$ cat config.mk
export PLATFORM = sky130hd
export DESIGN_NAME = key_conditioner
export DESIGN_NICKNAME = d
export VERILOG_FILES = /design/src/rtl/key_conditioner.sv
export SDC_FILE = /design/constraint.sdc
export NUM_CORES = 1
export LEC_CHECK = 0
export BUFFER_PORTS_ARGS = -buffer_cell sky130_fd_sc_hd__buf_2
export CELL_PAD_IN_SITES_DETAIL_PLACEMENT = 1
export CELL_PAD_IN_SITES_GLOBAL_PLACEMENT = 2
export CORE_MARGIN = 5
export CORE_UTILIZATION = 38
export CTS_CLUSTER_SIZE = 40
export DETAILED_ROUTE_END_ITERATION = 10
export PLACE_DENSITY = 0.78
export SLEW_MARGIN = 40
export SYNTH_ARGS = -nofsm -noshare
export SYNTH_HDL_FRONTEND = slang
export SYNTH_SLANG_ARGS = --single-unit
$ cat constraint.sdc
create_clock -name CLOCK50 -period 4.5 [get_ports CLOCK50]
set_clock_uncertainty 0.2 [all_clocks]
set_input_delay 0.9 -clock CLOCK50 [delete_from_list [all_inputs] [get_ports CLOCK50]]
set_output_delay 0.9 -clock CLOCK50 [all_outputs]
set_load 0.005 [all_outputs]
$ cat src/rtl/key_conditioner.sv
// -----------------------------------------------------------------------------
// key_conditioner
//
// Cleans up the raw push-button levels from the board KEY pins so that mode,
// selection and display logic only ever see well-behaved signals. Every key
// channel is an identical, independent pipeline:
//
//   KEY pin -> 2-flop synchronizer -> polarity normalize (1 = pressed)
//           -> debounce FSM -> level + press/release/repeat strobes
//
// Parameters
//   NUM_KEYS        number of key channels
//   DEBOUNCE_CYCLES stable synchronized samples needed to accept a change (>= 1)
//   REPEAT_DELAY    cycles from press acceptance to the first repeat strobe,
//                   0 turns auto-repeat off
//   REPEAT_PERIOD   cycles between later repeat strobes (>= 1)
//   ACTIVE_LOW      1: pin reads 0 while pressed, 0: pin reads 1 while pressed
//
// Ports
//   CLOCK50        system clock, all logic on the rising edge
//   reset          synchronous, active-high reset
//   KEY            raw asynchronous button levels
//   pressed        debounced level, 1 while the key is held
//   press_pulse    one-cycle strobe when a press is accepted
//   release_pulse  one-cycle strobe when a release is accepted
//   repeat_pulse   one-cycle strobe at the auto-repeat rate while held
//
// All outputs come straight from flops.
//
// Timing for a clean edge on KEY first sampled at clock edge E0: the
// synchronized level reaches the FSM at E2, and the strobe (together with the
// change on pressed) appears after edge E(2+DEBOUNCE_CYCLES).
//
// Each channel's FSM state lives in gen_key[k].state and is reachable by
// hierarchical reference for checkers and debug.
// -----------------------------------------------------------------------------
module key_conditioner #(
  parameter int NUM_KEYS        = 4,
  parameter int DEBOUNCE_CYCLES = 500000,
  parameter int REPEAT_DELAY    = 25000000,
  parameter int REPEAT_PERIOD   = 5000000,
  parameter bit ACTIVE_LOW      = 1'b1
) (
  input  logic                CLOCK50,
  input  logic                reset,
  input  logic [NUM_KEYS-1:0] KEY,
  output logic [NUM_KEYS-1:0] pressed,
  output logic [NUM_KEYS-1:0] press_pulse,
  output logic [NUM_KEYS-1:0] release_pulse,
  output logic [NUM_KEYS-1:0] repeat_pulse
);

  // ---------------------------------------------------------------------------
  // Counter sizing: each counter is just wide enough to hold its largest value.
  // ---------------------------------------------------------------------------
  localparam int DCW = (DEBOUNCE_CYCLES < 1) ? 1 : $clog2(DEBOUNCE_CYCLES + 1);
  localparam int RCW = (REPEAT_DELAY < 1) ? 1 : $clog2(REPEAT_DELAY + 1);

  localparam logic [DCW-1:0] DB_TARGET  = DCW'(DEBOUNCE_CYCLES);
  localparam logic [RCW-1:0] RPT_TARGET = RCW'(REPEAT_DELAY);

  // After each repeat strobe the repeat counter restarts REPEAT_PERIOD short
  // of the target so the next strobe lands REPEAT_PERIOD cycles later. A
  // period longer than the initial delay cannot be expressed that way, so the
  // reload clamps at 0 and such a key repeats every REPEAT_DELAY cycles.
  localparam int RELOAD_VAL = (REPEAT_DELAY > REPEAT_PERIOD) ?
                              (REPEAT_DELAY - REPEAT_PERIOD) : 0;
  localparam logic [RCW-1:0] RPT_RELOAD = RCW'(RELOAD_VAL);

  localparam bit REPEAT_ON = (REPEAT_DELAY != 0);

  // Pin level seen when the button is not touched.
  localparam logic RELEASED_LEVEL = ACTIVE_LOW;

  typedef enum logic [1:0] {
    ST_IDLE       = 2'd0,
    ST_DB_PRESS   = 2'd1,
    ST_PRESSED    = 2'd2,
    ST_DB_RELEASE = 2'd3
  } key_state_t;

  // ---------------------------------------------------------------------------
  // Synchronizer. Reset parks both stages at the released level so that a key
  // held across reset looks like a fresh press once reset lets go.
  // ---------------------------------------------------------------------------
  logic [NUM_KEYS-1:0] sync1;
  logic [NUM_KEYS-1:0] sync2;
  logic [NUM_KEYS-1:0] act;

  always_ff @(posedge CLOCK50) begin
    if (reset) begin
      sync1 <= {NUM_KEYS{RELEASED_LEVEL}};
      sync2 <= {NUM_KEYS{RELEASED_LEVEL}};
    end else begin
      sync1 <= KEY;
      sync2 <= sync1;
    end
  end

  // XOR with the released level maps "released" to 0 and "pressed" to 1 for
  // either pin polarity.
  assign act = sync2 ^ {NUM_KEYS{RELEASED_LEVEL}};

  // ---------------------------------------------------------------------------
  // Per-key debounce / repeat FSM.
  //
  //   IDLE        -> DB_PRESS    on act=1 (that sample counts as the first)
  //   DB_PRESS    -> IDLE        on any act=0 sample (qualification restarts)
  //               -> PRESSED     when DEBOUNCE_CYCLES further act=1 samples
  //                              have been seen; strobes press_pulse
  //   PRESSED     -> DB_RELEASE  on act=0; otherwise the repeat counter runs
  //   DB_RELEASE  -> PRESSED     on any act=1 sample; repeat counter kept as is
  //               -> IDLE        after the full qualification; strobes
  //                              release_pulse
  //
  // pressed stays 1 through DB_RELEASE, so release bounce never shows on the
  // level output. repeat_pulse is only ever set from PRESSED with act=1, which
  // keeps it apart from both press_pulse and release_pulse.
  // ---------------------------------------------------------------------------
  for (genvar k = 0; k < NUM_KEYS; k++) begin : gen_key
    key_state_t     state;
    logic [DCW-1:0] dcnt;
    logic [RCW-1:0] rcnt;
    logic [DCW-1:0] dcnt_inc;
    logic [RCW-1:0] rcnt_inc;
    logic           pressed_r;
    logic           press_r;
    logic           release_r;
    logic           repeat_r;

    // Saturating increments: counters never wrap, whatever the parameters.
    assign dcnt_inc = (dcnt == {DCW{1'b1}}) ? dcnt : dcnt + DCW'(1);
    assign rcnt_inc = (rcnt == {RCW{1'b1}}) ? rcnt : rcnt + RCW'(1);

    always_ff @(posedge CLOCK50) begin
      if (reset) begin
        state     <= ST_IDLE;
        dcnt      <= '0;
        rcnt      <= '0;
        pressed_r <= 1'b0;
        press_r   <= 1'b0;
        release_r <= 1'b0;
        repeat_r  <= 1'b0;
      end else begin
        // Strobes default low so each one lasts exactly one cycle.
        press_r   <= 1'b0;
        release_r <= 1'b0;
        repeat_r  <= 1'b0;

        case (state)
          ST_IDLE: begin
            if (act[k]) begin
              state <= ST_DB_PRESS;
              dcnt  <= DCW'(1);
            end
          end

          ST_DB_PRESS: begin
            if (!act[k]) begin
              state <= ST_IDLE;
              dcnt  <= '0;
            end else if (dcnt == DB_TARGET) begin
              state     <= ST_PRESSED;
              dcnt      <= '0;
              rcnt      <= '0;
              pressed_r <= 1'b1;
              press_r   <= 1'b1;
            end else begin
              dcnt <= dcnt_inc;
            end
          end

          ST_PRESSED: begin
            if (!act[k]) begin
              state <= ST_DB_RELEASE;
              dcnt  <= DCW'(1);
            end else if (REPEAT_ON) begin
              // Strobe on the cycle the counter would reach the target and
              // reload instead, so the counter never exceeds REPEAT_DELAY.
              if (rcnt_inc == RPT_TARGET) begin
                repeat_r <= 1'b1;
                rcnt     <= RPT_RELOAD;
              end else begin
                rcnt <= rcnt_inc;
              end
            end
          end

          ST_DB_RELEASE: begin
            if (act[k]) begin
              // Bounce back to held: rcnt untouched so the repeat cadence
              // resumes where it stopped.
              state <= ST_PRESSED;
              dcnt  <= '0;
            end else if (dcnt == DB_TARGET) begin
              state     <= ST_IDLE;
              dcnt      <= '0;
              pressed_r <= 1'b0;
              release_r <= 1'b1;
            end else begin
              dcnt <= dcnt_inc;
            end
          end

          default: begin
            state <= ST_IDLE;
            dcnt  <= '0;
          end
        endcase
      end
    end

    assign pressed[k]       = pressed_r;
    assign press_pulse[k]   = press_r;
    assign release_pulse[k] = release_r;
    assign repeat_pulse[k]  = repeat_r;
  end

endmodule
Word level (Yosys, flattened, before mapping):

Cells that the tools add are included.

* flip-flop bits (word level): 208
* bits of input ports: 6
* word-level logic and storage cells: 267

* add/sub/neg operators: 8
* equality and inequality tests: 64
* mux-type cells: 108
* bitwise gates (word level): 17
* reduce and logical (&&, ||, !) cells: 40

Operator list (number)
* $mux 25: 20
* $mux 19: 24
* $pmux 19 s4: 4
* $eq 25x25->1 const B: 8
* $pmux 25 s2: 4
* $eq 19x19->1 const B: 8
* $add 25x1->25 const B: 4
* $add 19x1->19 const B: 4
* $ne 2x2->1 const B: 28
* $mux 2: 24
* $reduce_or 3->1: 12
* $pmux 2 s4: 4
* $reduce_and 4->1: 8
* $mux 1: 24
* $ne 3x3->1 const B: 8
* $reduce_and 5->1: 4
* $eq 2x2->1 const B: 8
* $not 1->1: 16
* $reduce_bool 2->1: 8
* $eq 2x1->1 const B: 4
* $logic_not 2->1: 4
* $pmux 1 s2: 4
* $reduce_and 2->1: 4
* $not 4->4: 1

Longest topological paths before layout:

Gate-level depths: netlist of run 1.

* word-level depth: 6
* gate-level depth with buffers: 13
* depth with buffers taken out: 11

Worst setup path before layout of run 1:

OpenSTA, ideal clock, no wires.

* path type: register to register
* start: register gen_key[2].rcnt[12]
* end: register gen_key[2].rcnt[7]
* data arrival time: 2882 ps
* path slack: 1301 ps
* stages on the path, launching flop included: 12
* buffers on the path: 2
* cell sequence: dfxtp_1 clkbuf_1 nand4_1 or4_1 a311oi_1 xnor2_1 o211ai_1 a2111o_1 or3_1 buf_6 and3_1 o22a_1

* cells in the longest elaborated chain, start to end: 6
* elaborated cells on any way between the ends: 7
* those cells by class: 1 x add/sub; 2 x eq/ne; 4 x mux

RTL lines
* from (decl): RTL line 123 `logic [RCW-1:0] rcnt;`
* from (signal assigned): RTL line 184 `rcnt <= rcnt_inc;`
* $add 25x1->25 / $eq 25x25->1 (equally long branches): RTL line 133 `assign rcnt_inc = (rcnt == {RCW{1'b1}}) ? rcnt : rcnt + RCW'(1);`
* $mux 25 (*): RTL line 133
* $eq 25x25->1: RTL line 180 `if (rcnt_inc == RPT_TARGET) begin`
* $mux 25 (*): RTL line 180
* $mux 25 (*): RTL line 174 `if (!act[k]) begin`
* $pmux 25 s2 (*): RTL line 150 `case (state)`

Every way passes the cells marked *; elsewhere a longest branch is shown, timed or not. The select of a mux whose other input is x is not followed.
A chain may end at the register's enable or synchronous reset.

Worst setup path in the final report of run 1:

* start: register gen_key[2].rcnt[0]
* end: register gen_key[2].rcnt[1]

The elaborated chain is that of the path after synthesis.

==> impl_metrics.tcl, run 1 <==
set metrics [dict create \
    ant_nets 0 \
    r2r-end "gen_key[2].rcnt[1]" \
    hold_buffers 0 \
    synth_compound_area_share_pct 23.2 \
    design.core.area_mm2 0.0325 \
    post_cts_buffers 0 \
    antenna_found_initial 1 \
    start_kind "flip-flop" \
    fin_setup_tns_ns 0 \
    synth_common_cells "208 x dfxtp_1, 194 x nor2_1, 160 x nand2_1, 124 x a21oi_1, 104 x o21ai_0" \
    drv_slew 0 \
    power_per_cell_area_mw_per_mm2 296 \
    netlist_area_mm2 0.0124 \
    root_buffer "clkbuf_16" \
    drive_above_1_share_pct 7.53 \
    vias 12200 \
    synth_mux_area_share_pct 0.332 \
    yosysMostFrequentCell "dfxtp_1" \
    max_cap_violations 0 \
    synth_xor_area_share_pct 3.31 \
    cp_top_family "simple AND/OR/NAND/NOR gates" \
    worst_pin_slew_ns 0.827 \
    fp.dieArea_mm2 0.0364 \
    finalCritPeriodShare_pct 83.5 \
    grt_pass1_wl_um 62700 \
    finalCoreUtilization_pct 41.5 \
    drt_pass1_iterations 7 \
    htree_levels 1 \
    start_util_pct 38.3 \
    synth_top_area_share_pct 33.5 \
    holdCritPathClass "reg2reg" \
    whs_path_depth 1 \
    drc 0 \
    cts_buffers 27 \
    syn2layout_area_growth_pct 8.34 \
    numClockSinks 208 \
    cp.required_ns 4.69 \
    cp_max_fo 9 \
    routed_wl_um 37100 \
    syn_avg_cell_area_um2 7.51 \
    cp_common_cell "and3_1" \
    critical_path_class "reg2reg" \
    place_hpwl_um 25800 \
    dpl_cell_area_mm2 0.0126 \
    async_flop_share_pct 0 \
    cts_resized 0 \
    rsz0062_at_grt "false" \
    outcome "complete, no violations" \
    cts_tree "built" \
    final_area_mm2 0.0135 \
    slowest_stage "dfxtp_1" \
    hold_viol 0 \
    synth_top_area_cell "dfxtp_1" \
    synth-adder-area-share_pct 1.21 \
    timing.fmax_ghz 0.266 \
    leakage_nw 4.35 \
    clk_latency_ns 0.55 \
    syn-instance-count 1655 \
    min_period_ns 3.76 \
    io_buffers 21 \
    viasPerCell 5.92 \
    groute.usage.overall_pct 20.1 \
    die_height_um 191 \
    worst-path-buf-inv 0 \
    gp_congestion 0.856 \
    grt_pass1_vias 12300 \
    cp_slowest_stage_delay_ns 0.52 \
    path_clk_slew_ns 0.05 \
    reg2reg_slack_ns 0.74 \
    worst-r2r-cell-count 10 \
    setup_violations 0 \
    ys_types 89 \
    fin_ws_ns 0.744 \
    die_x_um 191 \
    grt_overflow 0 \
    min-delay-start "sync1[0]" \
    io_pins 22 \
    fp-row-count 66 \
    max-vdd-ir-drop_mv 0.274 \
    synth_ff_type "dfxtp_1" \
    ys_top_cells_by_area "dfxtp_1 34%, nor2_1 5.9%, a21oi_1 5.0%" \
    wl_per_cell_um 18.0 \
    cp-end-kind "flip-flop" \
    reg2reg_from "gen_key[2].rcnt[0]" \
    cts-root-to-sink-buffers 3 \
    ys_seq_area_share_pct 33.5 \
    syn_nets 1673 \
    synth_edf_count 0 \
    drt-initial-drc-count 668 \
    fillCellCount 3985 \
    grt_max_degree 82 \
    pre_cts_ws_ns 0.776 \
    worstHoldEndpoint "sync2[0]" \
    yosys_register_bits 208 \
    cp.arrival_ns 3.95 \
    yosys.area_share.simple_pct 33.0 \
    synth_top_family_by_area "simple AND/OR/NAND/NOR gates" \
    nets 1622 \
    yosysWarnings 0 \
    slew_headroom_pct 44.8 \
    path_cells "ha_1 > and3_1 > and3_1 > a31oi_4 > and3_1 > xnor2_1 > or3_1 > or3_1 > a21oi_4 > o22ai_1" \
]
[metal layers]
| metal | track usage (%) | vias up | wire (um) |
|---|---|---|---|
| li1 | - | 6030 | - |
| met1 | 27.0 | 5987 | 17900 |
| met2 | 34.4 | 144 | 17300 |
| met3 | 2.93 | 48 | 1170 |
| met4 | 4.20 | 0 | 715 |
| met5 | 0 | - | 0 |
[metrics by stage]
step	cells	hold WS (ns)	total power, mW
4_1_cts	2063	0.214	4.07
2_1_floorplan	1655	0.189	1.98
3_3_place_gp	2017	0.192	2.01
5_1_grt	2063	0.230	4.15
6_report	2064	0.210	3.99
3_5_place_dp	2017	0.196	2.01
[state kept, by name, summed over array words and instances, names as in the netlist, named ones only]
| signal | flops |
|---|---|
| gen_key.repeat_r | 4 |
| gen_key.press_r | 4 |
| gen_key.pressed_r | 4 |
| gen_key.release_r | 4 |
| gen_key.state | 4 |
| gen_key.rcnt | 100 |
| gen_key.dcnt | 76 |
| sync2 | 4 |
| sync1 | 4 |
[placed cells by master (no fill, tap or decap), types with 12 or more instances in the layout]
cell       instances
dfxtp_1          208
nor2_1           192
nand2_1          160
a21oi_1          124
o21ai_0          104
nand3_1           92
nor3_1            62
a31oi_1           59
nand4_1           53
and3_1            49
xnor2_1           34
a311oi_1          33
inv_1             30
clkbuf_16         27
and4_1            26
nor4_1            23
or3_1             23
and2_1            21
a211oi_1          20
buf_2             20
or2_2             19
nand2b_1          13
xor2_1            13
buf_4             13
ha_1              12
[worst reg2reg max path, stage by stage (launching register included)]
cell	delay, ns
dfxtp_1	0.52
ha_1	0.33
and3_1	0.25
and3_1	0.38
a31oi_4	0.16
and3_1	0.25
xnor2_1	0.13
or3_1	0.43
or3_1	0.51
a21oi_4	0.32
o22ai_1	0.13
[report_power, final]
group / leakage, nW / switching, mW / total, mW / internal, mW
Clock: 0.405 / 0.826 / 2.02 / 1.19
Sequential: 1.68 / 0.0115 / 1.86 / 1.85
Combinational: 2.27 / 0.0750 / 0.104 / 0.0289
[area by class of cell]
type | count | area [um2] | share of cell area [%]
multi-input combinational | 1303 | 7600 | 56.5
antenna | 1 | 2.50 | 0.0186
inverter | 30 | 113 | 0.836
clock buffer | 41 | 788 | 5.86
tap | 442 | 553 | 4.11
sequential | 208 | 4160 | 30.9
timing repair buffer | 34 | 209 | 1.55
clock inverter | 5 | 28.8 | 0.214
[kinds of logic (layout without fill, tap and decap cells)]
| family | Yosys count | count (layout) |
|---|---|---|
| buffers and inverters | 144 | 110 |
| adder cells (fa/ha/maj) | 12 | 12 |
| AND/OR/NAND/NOR | 794 | 794 |
| other | 0 | 1 |
| XOR/XNOR | 47 | 47 |
| flip-flops | 208 | 208 |
| multiplexers | 4 | 4 |
| AO/OA/AOI/OAI | 446 | 446 |
[how the worst max path moves through the flow]
stage | end | cells after the start | startpoint
floorplan | gen_key[2].rcnt[7] | 11 | gen_key[2].rcnt[12]
global placement | gen_key[2].rcnt[19] | 10 | gen_key[2].rcnt[0]
detailed placement | gen_key[2].rcnt[19] | 10 | gen_key[2].rcnt[0]
CTS | gen_key[2].rcnt[19] | 10 | gen_key[2].rcnt[0]
global route | gen_key[2].rcnt[19] | 10 | gen_key[2].rcnt[0]
finish | gen_key[2].rcnt[1] | 10 | gen_key[2].rcnt[0]
(Power assumes the default switching activity.)
==> run 2: changes to the inputs <==
Settings changed: ABC_AREA set to 1, CORE_UTILIZATION 38 to 31, PLACE_DENSITY 0.78 to 0.73.
Clock period 4.5 ns to 3.3 ns, I/O delays scaled along.
==> impl_metrics.tcl, run 2 <==
set metrics [dict create \
    cp_max_fo 11 \
    worst-r2r-cell-count 15 \
    die_x_um 220 \
    groute.usage.overall_pct 19.0 \
    worst_pin_slew_ns 0.760 \
    drc 0 \
    fp.dieArea_mm2 0.0482 \
    cts_buffers 29 \
    syn-instance-count 2241 \
    fin_setup_tns_ns 0 \
    hold_viol 0 \
    regMostFlops "gen_key.rcnt" \
    hold_buffers 0 \
    fin_ws_ns 0.392 \
    max-vdd-ir-drop_mv 0.350 \
    largest_reg_flops 100 \
    synth_common_cells "660 x nand2_1, 280 x inv_1, 250 x nor2_1, 208 x dfxtp_1, 161 x nand3_1" \
    yosys_register_bits 208 \
    grt_pass1_vias 14700 \
    grt_overflow 0 \
    start_util_pct 31.5 \
    setup_violations 0 \
    ys_top_cells_by_area "dfxtp_1 31%, nand2_1 18%, inv_1 7.7%" \
    max_cap_violations 0 \
    gp_congestion 0.898 \
    synth_ff_type "dfxtp_1" \
    dp_cells 2795 \
    slew_headroom_pct 49.3 \
    holdCritPathClass "in2reg" \
    nets 2259 \
    synth_xor_area_share_pct 3.47 \
    syn_avg_cell_area_um2 6.08 \
    path_clk_slew_ns 0.06 \
    hold_ws_ns 0.0770 \
    ant_nets 0 \
    critical_path_class "reg2reg" \
    fp-row-count 76 \
    ys_seq_area_share_pct 30.6 \
    io_pins 22 \
    syn2layout_area_growth_pct 11.6 \
    fillCellCount 5693 \
    diodes 0 \
    whs_path_depth 2 \
    synth_top_area_cell "dfxtp_1" \
    die_height_um 220 \
    async_flop_share_pct 0 \
    viasPerCell 5.05 \
    wl_per_cell_um 16.3 \
    drt-initial-drc-count 728 \
    synth_top_area_share_pct 30.6 \
    io_buffers 21 \
    yosys.area_share.simple_pct 41.0 \
    multiInputGateArea_mm2 0.00799 \
    drt_pass1_iterations 4 \
    vias 14400 \
    cts_resized 0 \
    seqCellArea_mm2 0.00416 \
    synth_top_family_by_area "simple AND/OR/NAND/NOR gates" \
    drv_slew 0 \
    drive_above_1_share_pct 5.84 \
    cp-end-kind "flip-flop" \
    cp.required_ns 3.56 \
    rsz0062_at_grt "false" \
    grt_max_degree 76 \
    netlist_area_mm2 0.0136 \
    final_cell_mix "660 x nand2_1, 280 x inv_1, 250 x nor2_1, 208 x dfxtp_1, 161 x nand3_1" \
    synth_mux_area_share_pct 0 \
    outcome "complete, no violations" \
    design.core.area_mm2 0.0433 \
    cp.arrival_ns 3.17 \
    routed_wl_um 46300 \
    yosysWarnings 0 \
    yosysMostFrequentCell "nand2_1" \
    synth_compound_area_share_pct 13.1 \
    syn_nets 2259 \
    pre_cts_ws_ns 0.389 \
    startpoint "gen_key[1].rcnt[0]" \
    cts-root-to-sink-buffers 3 \
    timing.fmax_ghz 0.344 \
    htree_levels 1 \
    numClockSinks 208 \
    post_cts_buffers 0 \
    grt_pass1_wl_um 76800 \
    cts_tree "built" \
    largestRegisters "gen_key.rcnt (100), gen_key.dcnt (76)" \
    clk_latency_ns 0.57 \
    synth-adder-area-share_pct 1.10 \
    finalCoreUtilization_pct 35.2 \
    start_kind "flip-flop" \
    power.total_mw 5.98 \
    antenna_found_initial 0 \
    min-delay-start "KEY[2]" \
    power_per_cell_area_mw_per_mm2 393 \
    leakage_nw 5.78 \
    final_common_cell "nand2_1" \
    dpl_cell_area_mm2 0.0142 \
    root_buffer "clkbuf_16" \
    finalCritPeriodShare_pct 88.1 \
    reg2reg_from "gen_key[1].rcnt[0]" \
    min_period_ns 2.91 \
    final_area_mm2 0.0152 \
    final_cells 2846 \
    synth_edf_count 0 \
    ys_types 51 \
    place_hpwl_um 34800 \
]
run 2: changes by cell type after synthesis, sizes merged, moves of 49 or more:
cell   before  now
a31oi      61   12
nand2     160  669
nor2      195  265
nand3      93  163
and3       50    0
inv        30  287
run 2: routing by layer:
| metal | vias to the layer above | GRT usage (%) | share of wire, % |
|---|---|---|---|
| met5 | - | 0 | 0 |
| met4 | 0 | 3.18 | 1.1 |
| met3 | 42 | 2.29 | 3.2 |
| met2 | 143 | 32.3 | 46 |
| met1 | 6886 | 26.4 | 50 |
| li1 | 7308 | - | - |
run 2: worst max-delay path, stage by stage (launching register included):
cell and delay, ns:
dfxtp_1 0.46, ha_1 0.32, nand3_2 0.17, inv_2 0.13, nand2_2 0.10, nor2_4 0.18, nand2_2 0.11, buf_4 0.19
nand2_1 0.09, nand3_1 0.07, nor2_1 0.13, nand3b_1 0.12, nor2_1 0.12, nand2_1 0.19, nand3_1 0.14, nand2_1 0.06
run 2: final cells by class:
| cell class | count | area share, % |
|---|---|---|
| Multi-Input combinational cell | 1671 | 52.5 |
| Sequential cell | 208 | 27.4 |
| Inverter | 292 | 7.21 |
| Clock buffer | 39 | 5.22 |
| Tap cell | 585 | 4.81 |
| Timing Repair Buffer | 39 | 1.79 |
| Clock inverter | 12 | 1.09 |
run 2: cell families after synthesis:
family | count (synthesis)
and+or+nand+nor | 1292
buffers and inverters | 362
AOI/OAI and AO/OA | 313
DFF | 208
xor gates and xnor gates | 54
adders and majority gates | 12
run 2: power by group:
group / switching (mW) / total (mW) / internal [mW]
logic: 0.172 / 0.225 / 0.0528
registers: 0.0217 / 2.55 / 2.53
clock network: 1.22 / 3.20 / 1.98
run 2: path summary, 6_finish.rpt:
| kind | endpoint | slack (ns) |
|---|---|---|
| max | gen_key[1].rcnt[18] | 0.39 |
| min | sync1[2] | 0.08 |
| max reg2reg | gen_key[1].rcnt[18] | 0.39 |
| min reg2reg | sync2[2] | 0.21 |
==> run 3: changes to the inputs <==
Settings changed: ABC_AREA 1 to 0, CORE_UTILIZATION 31 to 34.
==> impl_metrics.tcl, run 3 (synthesis gave the netlist of run 1 again) <==
set metrics [dict create \
    reg2reg_from "gen_key[2].rcnt[10]" \
    setup_violations 0 \
    dp_cells 2192 \
    routed_wl_um 41000 \
    diodes 0 \
    io_buffers 21 \
    groute.usage.overall_pct 19.8 \
    cp_max_fo 7 \
    leakage_nw 5.24 \
    drc 0 \
    wl_per_cell_um 18.2 \
    slew_headroom_pct 44.8 \
    die_height_um 201 \
    grt_pass1_wl_um 68800 \
    nets 1779 \
    largest_reg_flops 100 \
    vias 12800 \
    grt_pass1_vias 13200 \
    final_cell_mix "204 x dfxtp_1, 188 x nor2_1, 168 x buf_4, 159 x nand2_1, 124 x a21oi_1" \
    holdCritPathClass "in2reg" \
    fp.dieArea_mm2 0.0405 \
    power_per_cell_area_mw_per_mm2 385 \
    finalCoreUtilization_pct 41.2 \
    cts-root-to-sink-buffers 3 \
    die_x_um 201 \
    finalCritPeriodShare_pct 95.9 \
    outcome "complete, no violations" \
    fillCellCount 4469 \
    fp-row-count 70 \
    cts_buffers 28 \
    min-delay-start "KEY[1]" \
    cts_tree "built" \
    start_kind "flip-flop" \
    largestRegisters "gen_key.rcnt (100), gen_key.dcnt (76)" \
    cp.required_ns 3.53 \
    regMostFlops "gen_key.rcnt" \
    timing.fmax_ghz 0.316 \
    worst_pin_slew_ns 0.825 \
    place_hpwl_um 29400 \
    max_cap_violations 0 \
    syn2layout_area_growth_pct 20.4 \
    design.core.area_mm2 0.0363 \
    drt-initial-drc-count 636 \
    root_buffer "clkbuf_16" \
    grt_max_degree 65 \
    critical_path_class "reg2reg" \
    drv_slew 0 \
    grt_overflow 0 \
    min_period_ns 3.16 \
    final_common_cell "dfxtp_1" \
    hold_viol 0 \
    clk_latency_ns 0.56 \
    numClockSinks 208 \
    path_clk_slew_ns 0.06 \
    htree_levels 1 \
    io_pins 22 \
    antenna_found_initial 1 \
    cp-end-kind "flip-flop" \
    max-vdd-ir-drop_mv 0.351 \
    final_cells 2250 \
    drive_above_1_share_pct 18.0 \
    startpoint "gen_key[2].rcnt[10]" \
    viasPerCell 5.70 \
    start_util_pct 34.2 \
    cp.arrival_ns 3.40 \
    drt_pass1_iterations 5 \
    ant_nets 0 \
    gp_congestion 0.857 \
]
==> run 3: cell types whose count changed in the layout (fill, tap and decap cells not counted), sizes merged, moves of 23 or more <==
cell,delta
a31oi,+49
o21ai,+23
and3,+50
a311oi,+34
and4,+26
or3,+24
inv,-258
nand2,-509
nand3,-70
buf,+151
nor2,-70
==> run 3: what timing repair did <==
item,4_1_cts,5_1_grt
pin swaps,4,11
gates resized for setup,1,39
setup endpoints to repair,5,46
setup buffers,2,5
gates cloned,0,0
hold buffers,0,0
==> run 3: final cells by class <==
type	instances	area [um2]	area share [%]
clock buffer	45	846	5.65
clock inverter	6	80.1	0.535
inverter	30	113	0.753
timing repair buffer	190	1390	9.31
multi-input combinational	1303	7770	52.0
tap	468	586	3.91
sequential	208	4170	27.9
==> run 3: metal layers <==
layer  routed length (um)  GRT usage, %  share of wire (%)  up-vias
met5                    0             0                  0        -
met4                  662          4.25                1.6        0
met1                19700          26.8                 48     6315
met2                19500          33.8                 47      122
li1                     -             -                  -     6347
met3                 1160          2.63                2.8       50
==> run 3: per-stage QoR <==
step	total power [mW]	instance area [um2]	hold WS (ns)	TNS, ns	setup slack (ns)
3_3_place_gp	2.75	13800	0.195	0	0.0502
5_1_grt	6.00	15000	0.0661	-0.00883	-0.00530
4_1_cts	5.87	14800	0.0476	0	0.000177
2_1_floorplan	2.69	12400	0.189	0	0.101
6_report	5.76	15000	0.0791	0	0.137
3_5_place_dp	2.75	13800	0.197	-0.0669	-0.0481
==> run 3: worst paths after layout <==
path | to | slack (ns) | cells past startpoint
setup / recovery | gen_key[2].rcnt[1] | 0.14 | 9
hold / removal | sync1[1] | 0.08 | 2
setup reg to reg | gen_key[2].rcnt[1] | 0.14 | 9
hold reg to reg | sync2[0] | 0.21 | 1
==> run 3: power by group <==
part / leakage [nW] / switching [mW] / internal (mW) / total (mW)
Sequential: 1.68 / 0.0150 / 2.53 / 2.54
Clock: 0.456 / 1.18 / 1.89 / 3.07
Combinational: 3.11 / 0.108 / 0.0438 / 0.152
Total: 5.24 / 1.30 / 4.46 / 5.76
==> run 3: worst max-delay path: stages (launching register included) <==
cell	delay, ns
dfxtp_1	0.44
nand4_1	0.14
or4_1	0.53
a311oi_2	0.23
xnor2_1	0.15
o211ai_1	0.10
a2111o_1	0.39
or3_4	0.42
a21oi_4	0.30
o22ai_2	0.14
